--- src/rtl/debounce_bank.sv ---
// Multi-channel push-button debouncer: 2-flop sync, symmetric stability qualification,
// rise/fall strobes and long-press strobe. Define DEBOUNCE_BANK_HOLD_REPEAT_EN for hold auto-repeat.
module debounce_bank #(
    parameter int CH         = 4,
    parameter int CNT_W      = 16,
    parameter int STABLE_CYC = 16,
    parameter int HOLD_CYC   = 1000,
    parameter int REPEAT_CYC = 250
) (
    input  logic          clk,
    input  logic          rst,
    input  logic [CH-1:0] noisy,
    output logic [CH-1:0] level,
    output logic [CH-1:0] rise,
    output logic [CH-1:0] fall,
    output logic [CH-1:0] hold
);

    localparam longint CNT_LIM = 64'd1 << CNT_W;

    // Bad parameter sets would silently wrap the counters, so refuse to elaborate them.
    if (CH < 1 || STABLE_CYC < 1 || HOLD_CYC < 1 || REPEAT_CYC < 1 ||
        STABLE_CYC >= CNT_LIM || HOLD_CYC >= CNT_LIM || REPEAT_CYC >= CNT_LIM) begin : g_bad_params
        $error("debounce_bank: parameter out of range");
    end

    localparam logic [CNT_W-1:0] CNT_ONE     = CNT_W'(1);
    localparam logic [CNT_W-1:0] STABLE_LAST = CNT_W'(STABLE_CYC - 1);
    localparam logic [CNT_W-1:0] HOLD_TOP    = CNT_W'(HOLD_CYC);
    localparam logic [CNT_W-1:0] HOLD_PRE    = CNT_W'(HOLD_CYC - 1);

    logic [CH-1:0]    s1, s2;
    logic [CNT_W-1:0] cnt      [CH];
    logic [CNT_W-1:0] cnt_nxt  [CH];
    logic [CNT_W-1:0] hcnt     [CH];
    logic [CNT_W-1:0] hcnt_nxt [CH];
    logic [CH-1:0]    level_nxt, rise_nxt, fall_nxt, hold_nxt;

`ifdef DEBOUNCE_BANK_HOLD_REPEAT_EN
    localparam logic [CNT_W-1:0] REP_PRE = CNT_W'(REPEAT_CYC - 1);
    logic [CNT_W-1:0] rcnt     [CH];
    logic [CNT_W-1:0] rcnt_nxt [CH];
`endif

    always_comb begin
        for (int i = 0; i < CH; i++) begin
            // NOTE: every output of this block gets a default first, so no path can infer a latch.
            level_nxt[i] = level[i];
            rise_nxt[i]  = 1'b0;
            fall_nxt[i]  = 1'b0;
            hold_nxt[i]  = 1'b0;
            cnt_nxt[i]   = '0;
            hcnt_nxt[i]  = '0;
`ifdef DEBOUNCE_BANK_HOLD_REPEAT_EN
            rcnt_nxt[i]  = '0;
`endif
            // Any cycle where s2 agrees with level leaves cnt at 0 and restarts qualification.
            if (s2[i] != level[i]) begin
                if (cnt[i] == STABLE_LAST) begin
                    level_nxt[i] = s2[i];
                    rise_nxt[i]  = s2[i];
                    fall_nxt[i]  = ~s2[i];
                end else begin
                    cnt_nxt[i] = cnt[i] + CNT_ONE;
                end
            end

            // A release on this edge clears the hold counters and suppresses any strobe.
            if (level[i] && level_nxt[i]) begin
                if (hcnt[i] != HOLD_TOP) begin
                    hcnt_nxt[i] = hcnt[i] + CNT_ONE;
                    hold_nxt[i] = (hcnt[i] == HOLD_PRE);
                end else begin
                    hcnt_nxt[i] = hcnt[i];
`ifdef DEBOUNCE_BANK_HOLD_REPEAT_EN
                    if (rcnt[i] == REP_PRE) begin
                        hold_nxt[i] = 1'b1;
                    end else begin
                        rcnt_nxt[i] = rcnt[i] + CNT_ONE;
                    end
`endif
                end
            end
        end
    end

    always_ff @(posedge clk) begin
        if (rst) begin
            s1    <= '0;
            s2    <= '0;
            level <= '0;
            rise  <= '0;
            fall  <= '0;
            hold  <= '0;
            // NOTE: the counters are per-channel flops, not a RAM, so they are cleared with the rest.
            cnt   <= '{default: '0};
            hcnt  <= '{default: '0};
`ifdef DEBOUNCE_BANK_HOLD_REPEAT_EN
            rcnt  <= '{default: '0};
`endif
        end else begin
            // NOTE: non-blocking so s2 takes the old s1, giving a true two-flop chain.
            s1    <= noisy;
            s2    <= s1;
            level <= level_nxt;
            rise  <= rise_nxt;
            fall  <= fall_nxt;
            hold  <= hold_nxt;
            cnt   <= cnt_nxt;
            hcnt  <= hcnt_nxt;
`ifdef DEBOUNCE_BANK_HOLD_REPEAT_EN
            rcnt  <= rcnt_nxt;
`endif
        end
    end

endmodule

--- config.mk ---
export PLATFORM = sky130hd
export DESIGN_NAME = debounce_bank
export DESIGN_NICKNAME = d
export VERILOG_FILES = /design/src/rtl/debounce_bank.sv
export SDC_FILE = /design/constraint.sdc
export NUM_CORES = 1
export LEC_CHECK = 0
export ABC_AREA = 1
export BUFFER_PORTS_ARGS = -buffer_cell sky130_fd_sc_hd__buf_4
export CORE_ASPECT_RATIO = 2
export CORE_MARGIN = 3
export CORE_UTILIZATION = 40
export DETAILED_ROUTE_END_ITERATION = 10
export PLACE_DENSITY = 0.51
export SYNTH_ARGS = -nofsm -noshare
export SYNTH_HDL_FRONTEND = slang
export SYNTH_SLANG_ARGS = --single-unit
--- constraint.sdc ---
create_clock -name clk -period 2 [get_ports clk]
set_input_delay 0.2 -clock clk [delete_from_list [all_inputs] [get_ports clk]]
set_output_delay 0.2 -clock clk [all_outputs]
set_load 0.05 [all_outputs]
Word level (Yosys, flattened, before mapping)
Cells that the tools add are included.
Operators by class
  equal/unequal tests: 16
  shifts and indexed selects: 0
  magnitude comparators: 0
  muxes and demuxes: 8
  $add $sub $neg: 8
  bitwise logic cells: 20
  reduce and logical (&&, ||, !) cells: 20
  multiply operators: 0
  divide/modulo/power cells: 0
Operators with widths (number)
  $add A16 B1 Y16 const B: 8
  $eq A16 B10 Y1 const B: 4
  $eq A16 B4 Y1 const B: 4
  $ne A16 B10 Y1 const B: 4
  $reduce_or A3 Y1: 12
  $not A1 Y1: 20
  $mux W1: 8
  $reduce_or A2 Y1: 4
  $logic_and A1 B1 Y1: 4
  $ne A1 B1 Y1: 4
Word-level totals
  logic and storage cells: 95
  bits in writable memories: 0
  input bits: 6
  memories: 0
  register bits: 152
  bits in latches: 0
  memory bits (read-only): 0

Depth between registers and ports, before layout
  depth after elaboration: 6
  mapped depth: 9

Worst setup path after synthesis
No wires, ideal clock.
  kind: register to register
  start point: register level[3]
  end point: register cnt[8] in the netlist's numbering
  path slack: 0.482 ns
  path buffers: 1
  required time: 1.886 ns
  setup time: 0.114 ns
  period minus slack after synthesis: 1.518 ns
  arrival: 1.404 ns
  cell stages (with the launch flop): 7
  cell sequence: dfxtp_1 -> inv_1 -> o21ai_0 -> a21oi_2 -> nand2_2 -> buf_6 -> nor2_1
On the way
  longest elaborated chain between the ends: 3
RTL lines
  start, declared: line 13  | output logic [CH-1:0] level,
  start signal, assigned: line 105  | level <= level_nxt;
  $ne A1 B1 Y1: line 58  | if (s2[i] != level[i]) begin
  $not A1 Y1 (no source line)
  $reduce_or A3 Y1 (no source line)
  end signal, assigned: line 109  | cnt <= cnt_nxt;
  end, declared: line 33  | logic [CNT_W-1:0] cnt [CH];
No other way between the ends.
A chain may end at the register's enable or synchronous reset.

Worst setup path after layout
  start point: register cnt[0] in the netlist's numbering
  end point: register hcnt[1] in the netlist's numbering
On the way
  longest elaborated chain between the ends: 6
RTL lines
  $eq A16 B4 Y1: line 59  | if (cnt[i] == STABLE_LAST) begin
  $mux W1: line 59
  $mux W1: line 58
  $logic_and A1 B1 Y1: line 69  | if (level[i] && level_nxt[i]) begin
  $not A1 Y1 (no source line)
  $reduce_or A2 Y1 (no source line)
  end signal, assigned: line 110  | hcnt <= hcnt_nxt;
  end, declared: line 35  | logic [CNT_W-1:0] hcnt [CH];
No other way between the ends.

==> flow_metrics.tcl <==
set metrics [dict create \
    outcome "complete, no violations" \
    place_congestion 0.8581 \
    vias_per_cell 4.697 \
    reg2reg_slack_ps 370 \
    syn_to_final_growth_pct 13.81 \
    crit_path_start_kind "flip-flop" \
    swShare_pct 21.30 \
    insertion_delay_ps 420 \
    internal-power_mw 5.028 \
    cts_tree "done" \
    synth_top_family_by_area "simple AND/OR/NAND/NOR gates" \
    ys_warn_count 0 \
    yosys.area_share.simple_pct 39.29 \
    m1WireLength_mm 6.494 \
    yosys-top-cells-count "nor2_1, nand2_1, dfxtp_1, inv_1, nand3_1" \
    synth_largest_area_cell "dfxtp_1" \
    first_pass_iters 6 \
    p_leak_nw 2.937 \
    path_clk_slew_ps 60 \
    synthAdderAreaFrac_pct 1.982 \
    grt_antenna_before_repair 0 \
    grt_max_degree 19 \
    seqCellArea_um2 3043 \
    grt_use_total_pct 17.27 \
    die_w_um 103.3 \
    pwr-share-seq_pct 47.6 \
    power.clock.fraction_pct 51.4 \
    min_period_over_period_pct 81.51 \
    path_cells "ha_1 -> nand3_1 -> nor2_1 -> nand3_1 -> nand3_2 -> nor2_1" \
    grt-ovfl-total 0 \
    fmax_ghz 0.6134 \
    timing.rr.start "cnt[0]" \
    skew_ps 9.312 \
    crit_end "hcnt[1]" \
    first_global_vias 6663 \
    portBuffers 21 \
    antenna_left 0 \
    cp_max_fo 17 \
    fillers 1984 \
    dp_hpwl_mm 12.61 \
    utilization_pct 46.64 \
    synth_edf_count 0 \
    drt-total-wl_mm 16.73 \
    cts_resized 0 \
    hp-class "reg -> reg" \
    pin_count 22 \
    drc 0 \
    syn_inst 1119 \
    layout_min_cycle_time_ps 1630 \
    maxCapViolCount 0 \
    htreeDepth 4 \
    max-slew-margin-rel_pct 66.73 \
    worstPathRequired_ps 2300 \
    rr_worst_depth 6 \
    die_height_um 200.6 \
    grt_setup_unrepaired "false" \
    clock_path_buffers 2 \
    yosysUniqueCellTypes 28 \
    post-place-cells 1383 \
    met3_length_um 359 \
    grt_pass1_wl_mm 28.79 \
    crit_path_top_delay_cell "dfxtp_1" \
    path_depth 6 \
    antenna_cells 0 \
    worstMarginPinSlew_ps 495.3 \
    synthArstFlopShare_pct 0 \
    met2_length_mm 9.303 \
    avgSynthCellArea_um2 6.768 \
    synth_compound_area_share_pct 4.163 \
    cts_buffers 17 \
    fin_nets 1176 \
    holdWs_ps 399.5 \
    multiInputGateArea_um2 3844 \
    synth-xor-area-share_pct 5.320 \
    detail_route.wl_per_cell_um 11.76 \
    hold_violations 0 \
    clock-root-buffer "clkbuf_16" \
    maxSlewViolCount 0 \
    top_layer "met4" \
    ys.flop_type "dfxtp_1" \
    dpl_worst_slack_ps 365.2 \
    syn_nets 1137 \
    fin_cells 1422 \
    cp_num_buf_inv 0 \
    cts_sinks 152 \
    drt_iter0_markers 184 \
    layout-drive-gt1-share_pct 7.778 \
    comb_power_share_pct 1.0 \
    critPathTopFamily "simple AND/OR/NAND/NOR gates" \
    critPathLaunch "cnt[0]" \
    path_class "reg -> reg" \
    ys_ff_latch 152 \
    critPathCaptureType "flip-flop" \
    max_stage_delay_ps 360 \
    synthMuxAreaShare_pct 0 \
    p_switching_mw 1.361 \
    powerDensity_nw_per_um2 741.2 \
    core_area_um2 18480 \
    dr_total_vias 6679 \
    synth.most_common_cell "nor2_1" \
    die_area_um2 20720 \
    yosys-top-cells-area "dfxtp_1, nor2_1, nand2_1" \
    ir_drop_v 0.0005450 \
    crit_arrival_ps 1930 \
    rows 70 \
    syn_area_um2 7574 \
    r2r_end "hcnt[1]" \
    yosysTopAreaCellShare_pct 40.18 \
    fin_tns_setup_ps 0 \
    setup_violations 0 \
    ys_seq_area_share_pct 40.18 \
    start_util_pct 40.98 \
    worst_slack_ps 369.9 \
]
-- layer usage --
layer / global-route usage, % / vias to the layer above
met4: 8.337 / 0
met2: 33.23 / 81
met1: 16.54 / 2997
met5: 0 / -
li1: - / 3567
met3: 3.339 / 34
-- registers in the layout, summed over array words and instances (netlist names) --
register,count
hold,4
fall,4
cnt,64
hcnt,64
s1,4
level,4
s2,4
rise,4
-- worst reg2reg max path: cells and delay by family, from the launching register on --
kind	cells	cell delay (ps)
DFF	1	360
and+or+nand+nor	5	920
adders and majority gates	1	230
-- worst min-delay path by stage --
stage / startpoint / to / slack, ps / cells past startpoint
after CTS: s1[0] / s2[0] / 400 / 2
after detailed placement: s1[0] / s2[0] / 390 / 2
final: s1[0] / s2[0] / 400 / 2
after global routing: s1[1] / s2[1] / 420 / 2
after global placement: s1[3] / s2[3] / 390 / 2
after floorplan: noisy[0] / s1[0] / 310 / 2
-- kinds of logic after synthesis --
| logic type | after synthesis |
|---|---|
| fa+ha+maj | 12 |
| simple gates | 694 |
| flops | 152 |
| buf+inv | 161 |
| compound gates | 54 |
| xor+xnor | 46 |
-- layout make-up --
type                            count  share of cell area (%)
Sequential cell                   152                   35.30
Clock inverter                     14                   2.061
Tap cell                          252                   3.658
Multi-Input combinational cell    806                   44.59
Clock buffer                       17                   4.935
Inverter                          151                   6.605
Timing Repair Buffer               30                   2.845
-- metrics by stage --
step / cell area, um^2 / total power [mW]
global placement: 7936 / 3.160
CTS: 8620 / 6.510
detailed placement: 7936 / 3.161
floorplan: 7574 / 3.154
finish: 8620 / 6.389
global route: 8620 / 6.623
-- power groups by stage --
stage / registers [mW] / logic, mW / clock network, mW
after floorplan: 3.11 / 0.0457 / 0
after global placement: 3.11 / 0.0512 / 0
after detailed placement: 3.11 / 0.0512 / 0
after CTS: 3.04 / 0.0632 / 3.41
after global routing: 3.04 / 0.0705 / 3.51
final: 3.04 / 0.0624 / 3.29
-- what timing repair did --
item / 4_1_cts / 5_1_grt
hold buffers: 8 / 0
endpoints found under the setup margin: 0 / 0
hold endpoints to repair: 8 / 0
buffers inserted: 0 / 0
-- cell usage in the layout (no fill, tap or decap), types with 5 or more instances in the layout --
master	n
nand2_1	252
nor2_2	9
o21ai_0	10
xnor2_1	19
nand3b_1	8
nand3_2	6
nor3_1	22
clkbuf_16	17
a21oi_1	34
nand3_1	79
buf_4	22
nand2_2	6
ha_1	12
a21oi_2	7
clkinv_4	5
inv_1	150
dlygate4sd3_1	8
nand4_1	36
dfxtp_1	152
nor2_1	261
xor2_1	27
and2_1	5
Note: power is estimated with default switching activity, not from simulation.
